===== src/rtl/bcd_timer_core.sv =====
// bcd_timer_core
//   MM:SS timer engine with BCD digits, a one-second prescaler and a
//   start/stop/delete control FSM. Counts up or down. Digits connect straight
//   to the text writer, and finish drives the alarm/colour logic.
//
//   state   | meaning
//   --------+-----------------------------------------------------------
//   IDLE    | time is editable with inc_sec/inc_min, waiting for start
//   RUN     | prescaler running, time steps once per tick
//   PAUSED  | prescaler frozen, time editable, start resumes
//   DONE    | terminal value reached (or down-start at 00:00), time held
//
// Ports
//   clk          system clock, rising edge
//   reset        asynchronous, active-high, clears all state
//   start        rising edge starts/resumes (IDLE, PAUSED)
//   stop         rising edge pauses (RUN)
//   delete       rising edge clears time and returns to IDLE
//   forward      1 = count up, 0 = count down, latched on start
//   inc_sec      rising edge: seconds +1, no carry (IDLE, PAUSED)
//   inc_min      rising edge: minutes +1, wraps at max (IDLE, PAUSED)
//   sec_units    BCD seconds units
//   sec_tens     BCD seconds tens
//   min_digits   BCD minutes, least-significant digit in [3:0]
//   running      state is RUN
//   paused       state is PAUSED
//   finish       state is DONE
//   tick         one-cycle pulse on each prescaler wrap in RUN
module bcd_timer_core #(
  parameter int CLK_DIV    = 25_000_000,
  parameter int MIN_DIGITS = 2
) (
  input  logic                    clk,
  input  logic                    reset,
  input  logic                    start,
  input  logic                    stop,
  input  logic                    delete,
  input  logic                    forward,
  input  logic                    inc_sec,
  input  logic                    inc_min,
  output logic [3:0]              sec_units,
  output logic [3:0]              sec_tens,
  output logic [4*MIN_DIGITS-1:0] min_digits,
  output logic                    running,
  output logic                    paused,
  output logic                    finish,
  output logic                    tick
);

  localparam int MW = 4 * MIN_DIGITS;
  localparam int PW = (CLK_DIV > 1) ? $clog2(CLK_DIV) : 1;
  localparam logic [PW-1:0] PRESC_LAST = PW'(CLK_DIV - 1);
  localparam logic [MW-1:0] MIN_MAX    = {MIN_DIGITS{4'h9}};

  localparam logic [1:0] ST_IDLE   = 2'd0;
  localparam logic [1:0] ST_RUN    = 2'd1;
  localparam logic [1:0] ST_PAUSED = 2'd2;
  localparam logic [1:0] ST_DONE   = 2'd3;

  // Ripple a +1 through the BCD minute digits; all-nines wraps to zero.
  function automatic logic [MW-1:0] min_inc(input logic [MW-1:0] m);
    logic [MW-1:0] r;
    logic          carry;
    r     = m;
    carry = 1'b1;
    for (int i = 0; i < MIN_DIGITS; i++) begin
      if (carry) begin
        if (m[4*i +: 4] == 4'd9) begin
          r[4*i +: 4] = 4'd0;
        end else begin
          r[4*i +: 4] = m[4*i +: 4] + 4'd1;
          carry       = 1'b0;
        end
      end
    end
    return r;
  endfunction

  function automatic logic [MW-1:0] min_dec(input logic [MW-1:0] m);
    logic [MW-1:0] r;
    logic          borrow;
    r      = m;
    borrow = 1'b1;
    for (int i = 0; i < MIN_DIGITS; i++) begin
      if (borrow) begin
        if (m[4*i +: 4] == 4'd0) begin
          r[4*i +: 4] = 4'd9;
        end else begin
          r[4*i +: 4] = m[4*i +: 4] - 4'd1;
          borrow      = 1'b0;
        end
      end
    end
    return r;
  endfunction

  logic [1:0]    state_q, state_d;
  logic [PW-1:0] presc_q, presc_d;
  logic          dir_q, dir_d;
  logic [3:0]    su_q, su_d, st_q, st_d;
  logic [MW-1:0] min_q, min_d;
  logic          tick_q, tick_d;
  logic          running_q, paused_q, finish_q;
  logic          prev_start, prev_stop, prev_delete, prev_inc_sec, prev_inc_min;
  logic          evt_start, evt_stop, evt_delete, evt_inc_sec, evt_inc_min;

  logic [3:0]    step_su, step_st;
  logic [MW-1:0] step_min;
  logic          step_terminal;
  logic          time_zero;
  logic          editable;

  assign evt_start   = start   & ~prev_start;
  assign evt_stop    = stop    & ~prev_stop;
  assign evt_delete  = delete  & ~prev_delete;
  assign evt_inc_sec = inc_sec & ~prev_inc_sec;
  assign evt_inc_min = inc_min & ~prev_inc_min;

  assign time_zero = (min_q == '0) && (st_q == 4'd0) && (su_q == 4'd0);
  assign editable  = (state_q == ST_IDLE) || (state_q == ST_PAUSED);

  // Time value after one counting tick in the latched direction.
  always_comb begin
    step_su  = su_q;
    step_st  = st_q;
    step_min = min_q;
    if (dir_q) begin
      if (su_q == 4'd9) begin
        step_su = 4'd0;
        if (st_q == 4'd5) begin
          step_st  = 4'd0;
          step_min = min_inc(min_q);
        end else begin
          step_st = st_q + 4'd1;
        end
      end else begin
        step_su = su_q + 4'd1;
      end
    end else begin
      if (su_q == 4'd0) begin
        step_su = 4'd9;
        if (st_q == 4'd0) begin
          step_st  = 4'd5;
          step_min = min_dec(min_q);
        end else begin
          step_st = st_q - 4'd1;
        end
      end else begin
        step_su = su_q - 4'd1;
      end
    end
  end

  assign step_terminal = dir_q ?
      ((step_min == MIN_MAX) && (step_st == 4'd5) && (step_su == 4'd9)) :
      ((step_min == '0) && (step_st == 4'd0) && (step_su == 4'd0));

  // Priority chain: delete > stop > start > inc; a higher event swallows
  // every lower one in the same cycle.
  always_comb begin
    state_d = state_q;
    presc_d = presc_q;
    dir_d   = dir_q;
    su_d    = su_q;
    st_d    = st_q;
    min_d   = min_q;
    tick_d  = 1'b0;
    if (evt_delete) begin
      state_d = ST_IDLE;
      presc_d = '0;
      su_d    = 4'd0;
      st_d    = 4'd0;
      min_d   = '0;
    end else if (evt_stop) begin
      if (state_q == ST_RUN) state_d = ST_PAUSED;
    end else if (evt_start && editable) begin
      dir_d   = forward;
      presc_d = '0;
      state_d = (!forward && time_zero) ? ST_DONE : ST_RUN;
    end else if (state_q == ST_RUN) begin
      if (presc_q == PRESC_LAST) begin
        presc_d = '0;
        tick_d  = 1'b1;
        su_d    = step_su;
        st_d    = step_st;
        min_d   = step_min;
        if (step_terminal) state_d = ST_DONE;
      end else begin
        presc_d = presc_q + PW'(1);
      end
    end else if (editable) begin
      if (evt_inc_sec) begin
        if (su_q == 4'd9) begin
          su_d = 4'd0;
          st_d = (st_q == 4'd5) ? 4'd0 : st_q + 4'd1;
        end else begin
          su_d = su_q + 4'd1;
        end
      end
      if (evt_inc_min) min_d = min_inc(min_q);
    end
  end

  always_ff @(posedge clk or posedge reset) begin
    if (reset) begin
      state_q      <= ST_IDLE;
      presc_q      <= '0;
      dir_q        <= 1'b0;
      su_q         <= 4'd0;
      st_q         <= 4'd0;
      min_q        <= '0;
      tick_q       <= 1'b0;
      running_q    <= 1'b0;
      paused_q     <= 1'b0;
      finish_q     <= 1'b0;
      prev_start   <= 1'b0;
      prev_stop    <= 1'b0;
      prev_delete  <= 1'b0;
      prev_inc_sec <= 1'b0;
      prev_inc_min <= 1'b0;
    end else begin
      state_q      <= state_d;
      presc_q      <= presc_d;
      dir_q        <= dir_d;
      su_q         <= su_d;
      st_q         <= st_d;
      min_q        <= min_d;
      tick_q       <= tick_d;
      // Status flags registered directly so they never glitch on state decode.
      running_q    <= (state_d == ST_RUN);
      paused_q     <= (state_d == ST_PAUSED);
      finish_q     <= (state_d == ST_DONE);
      prev_start   <= start;
      prev_stop    <= stop;
      prev_delete  <= delete;
      prev_inc_sec <= inc_sec;
      prev_inc_min <= inc_min;
    end
  end

  assign sec_units  = su_q;
  assign sec_tens   = st_q;
  assign min_digits = min_q;
  assign running    = running_q;
  assign paused     = paused_q;
  assign finish     = finish_q;
  assign tick       = tick_q;

endmodule


===== config.mk =====
export PLATFORM = sky130hd
export DESIGN_NAME = bcd_timer_core
export DESIGN_NICKNAME = d
export VERILOG_FILES = /design/src/rtl/bcd_timer_core.sv
export SDC_FILE = /design/constraint.sdc
export NUM_CORES = 1
export LEC_CHECK = 0
export ABC_AREA = 1
export CORE_MARGIN = 2
export CORE_UTILIZATION = 45
export CTS_CLUSTER_DIAMETER = 30
export DETAILED_ROUTE_END_ITERATION = 12
export GPL_ROUTABILITY_DRIVEN = 0
export GPL_TIMING_DRIVEN = 0
export PLACE_DENSITY = 0.69
export SETUP_SLACK_MARGIN = 0.5
export SYNTH_ARGS = -nofsm -noshare
export SYNTH_HDL_FRONTEND = slang
export SYNTH_SLANG_ARGS = --single-unit

===== constraint.sdc =====
create_clock -name clk -period 1.8 [get_ports clk]
set_input_delay 0.18 -clock clk [delete_from_list [all_inputs] [get_ports clk]]
set_output_delay 0.18 -clock clk [all_outputs]
set_load 0.01 [all_outputs]

==> results.yml <==
run_status:
  run_status: "finished, violations left"
  failed_checks: "negative setup slack"
power_and_ir_drop:
  net_switching_power_of_the_design_mw: 3.170
  power.switching_fraction: 0.4839
  p_seq_frac: 0.260
  p_per_cell_area_mw_per_mm2: 1242
  totalPowerFinal_mw: 6.550
  max-vdd-ir-drop_uv: 517.9
  combPwrFrac: 0.630
  power.static_leakage_nw: 2.602
  internal_power_mw: 3.380
  power_frac_clock: 0.110
setup_path:
  ff2ff_setup_slack_ps: -310
  timing.critical_path.fanout_max: 8
  worst-r2r-cell-count: 16
  arrival_ps: 2320
  cp.required_ps: 2020
  cp_num_buf_inv: 0
  sequence_of_cells_on_the_critical_path: "nor2_2, nand2_4, nor2_8, nand2_1, nand2_1, nand2_1, nand2_1, nand3_2, nor2_1, nand2_1, nand2_1, nand3_1, nand2_1, nand2_2, nand2_2, nor2_2"
  crit_path_frequent_cell: "sky130_fd_sc_hd__nand2_1"
  crit_cells: 16
  critical_setup_path_class: "reg2reg"
  crit_path_start_kind: "flip-flop"
  worstSetupEndpointType: "flip-flop"
  critPathSlowestCell: "sky130_fd_sc_hd__dfrtp_2"
  critical-path-max-stage-delay_ps: 480
  family_with_the_most_delay_on_the_worst_path: "simple AND/OR/NAND/NOR gates"
clock_tree:
  clk_latency_ps: 320
  cts_hold_buffers: 0
  cts_max_level: 2
  cts_max_path_buffers: 2
  cts_tree: "yes"
  cts.root.buffer_cell: "sky130_fd_sc_hd__clkbuf_8"
  cts_made_buffers: 5
  clkTransAtPathRegs_ps: 110
  clock-sinks: 53
floorplanning:
  floorplan.initialDensity: 0.4660
  die-height_um: 93.69
  ios: 28
  num_rows: 32
  die_area_mm2: 0.008777
  floorplan.die.width_um: 93.69
  core_area_mm2: 0.007767
yosys:
  synthMuxAreaShare: 0
  post_synth_and_or_nand_nor_area_fraction: 0.3930
  mapped_area_mm2: 0.003620
  largest_cells_by_area_after_synthesis: "sky130_fd_sc_hd__dfrtp_1 (37%), sky130_fd_sc_hd__nand2_1 (15%), sky130_fd_sc_hd__inv_1 (7.4%)"
  synth_sequential_area_ratio: 0.3664
  synth_warnings: 0
  ys_ff_latch: 53
  synth-adder-area-share: 0.003457
  synthDominantCellAreaShare: 0.3664
  synth_cells: 541
  mappedNetlistNets: 550
  yosys.area_share.xor_xnor: 0.004839
  synth_area_per_cell_um2: 6.691
  synth_compound_gate_area_share: 0.1383
  yosysUniqueCellTypes: 42
  synth_top_family_by_area: "simple AND/OR/NAND/NOR gates"
  synth_largest_area_cell: "sky130_fd_sc_hd__dfrtp_1"
global_route:
  grt_pass1_wl_um: 17470
  grt.overflow.total: 0
  antenna_found_initial: 0
  pin_count_of_the_biggest_net_entering_global_routing: 54
  grt_usage: 0.2471
  via_count_of_the_first_global_routing_pass: 3885
drt:
  wl_um: 10980
  num_vias: 4072
  detailedRoute.firstIterationViolations: 323
  remaining_routing_drc_violations: 0
  ant_nets: 0
  detail_route.first_pass.iterations: 8
  vias_per_cell: 5.444
  wl_per_cell_um: 14.68
cells_and_area:
  insertedDiodeCount: 0
  syn2layout_area_growth_pct: 45.73
  nets: 654
  final_core_util: 0.6791
  final_common_cell: "sky130_fd_sc_hd__nand2_1"
  drive_above_1_share: 0.3824
  most_used_cells_in_the_layout_excluding_fill_and_tap_cells: "sky130_fd_sc_hd__nand2_1 (116), sky130_fd_sc_hd__inv_1 (58), sky130_fd_sc_hd__buf_4 (52)"
timing:
  finalSetupViolCount: 43
  rel_slew_slack: 0.5611
  finalHoldViolations: 0
  finalWorstSetupSlack_ps: -306.2
  fin_skew_ps: 9.133
  fin_crit_sh: 1.170
  post-route-min-period_ps: 2106
  timing_worst_slew_pin_value_ps: 656.9
  max_freq_mhz: 474.8
  rsz0062_at_grt: "yes"
  slew_viol_final: 0
hold_path:
  hold_path.class: "in2reg"
  holdPathStages: 1
run:
  maxCapViolCount: 0
placement:
  place_hpwl_um: 6763
  io_buffers: 27
==> cell usage after synthesis (all sizes together) <==
cell type  number
clkbuf          2
o211ai          2
o22ai           5
a21boi          1
o21ai          35
dfrtp          53
a211oi          2
xor2            2
nand3          47
a31oi           4
and3            3
ha              1
nor2           73
nand3b          1
a21oi          28
clkinv          2
nor3b           6
or2             3
nand4           8
inv            79
a311oi          1
buf             6
nor3           17
a2bb2oi         1
nand2         151
a22oi           5
o2111ai         2
nor4            1
==> worst reg2reg max path: cells and delay by family (launching register included) <==
kind | cells | cell delay (ps)
DFF | 1 | 480
and+or+nand+nor | 16 | 1530
==> cells by family (layout without fill, tap and decap cells) <==
group / Yosys count / after routing
and+or+nand+nor: 310 / 310
AOI/OAI and AO/OA: 86 / 86
adders and majority gates: 1 / 1
DFF: 53 / 53
xor gates and xnor gates: 2 / 2
buffers and inverters: 89 / 194
==> what timing repair did <==
action                     in CTS  in global routing
resized for setup             130                 46
pin swaps                      29                 27
cloned                          2                  1
setup buffers                  58                  9
setup endpoints to repair      67                105
==> metrics by stage <==
step / setup WS, ps / setup TNS (ps) / hold WS, ps / cell area, µm² / std cells
4_1_cts: -263.9 / -4768 / 313.9 / 5060 / 738
3_3_place_gp: -612.4 / -11860 / 477.4 / 4203 / 670
3_5_place_dp: -626.6 / -12620 / 480.3 / 4203 / 670
5_1_grt: -457.7 / -15580 / 318.3 / 5275 / 748
6_report: -306.2 / -9653 / 311.4 / 5275 / 748
2_1_floorplan: -106.4 / -806.5 / 211.4 / 3805 / 541
==> final timing paths <==
kind,end,startpoint
worst max-delay path,running,sec_tens[3]
worst min register to register,presc_q[18],presc_q[18]
worst min-delay path,prev_stop,stop
max in group asynchronous,min_digits[4],reset
worst max register to register,running,sec_tens[3]
min in group asynchronous,presc_q[10],reset
==> flip-flops by register name, summed over array words and instances (netlist names) <==
name and count:
prev_delete 1, running 1, sec_units 4, dir_q 1, finish 1, presc_q 25
min_digits 8, prev_inc_min 1, prev_stop 1, paused 1, sec_tens 4, state_q 2
prev_inc_sec 1, tick 1, prev_start 1
==> final cells by class <==
cell class	instances	area [µm²]
Inverter	81	327.8
Clock buffer	5	68.82
Tap cell	102	127.6
Fill cell	629	2492
Timing Repair inverter	1	7.507
Buffer	8	73.82
Multi-Input combinational cell	399	2471
Clock inverter	3	21.27
Timing Repair Buffer	96	835.8
Sequential cell	53	1341
==> per-layer routing <==
| layer | global-route usage | routed length, µm | vias to the layer above |
|---|---|---|---|
| met5 | 0 | 0 | - |
| met4 | 0.07246 | 205 | 0 |
| met1 | 0.2934 | 4321 | 1927 |
| met3 | 0.03371 | 566 | 24 |
| li1 | - | - | 1977 |
| met2 | 0.4607 | 5884 | 144 |
==> power by group through the flow <==
stage	clock network, mW	logic (mW)	registers (mW)
after floorplan	0	2.11	1.77
after global placement	0	2.95	1.75
after detailed placement	0	3.00	1.76
after CTS	0.735	3.74	1.69
after global routing	0.768	4.49	1.74
final	0.721	4.12	1.70
(Power assumes the default switching activity.)
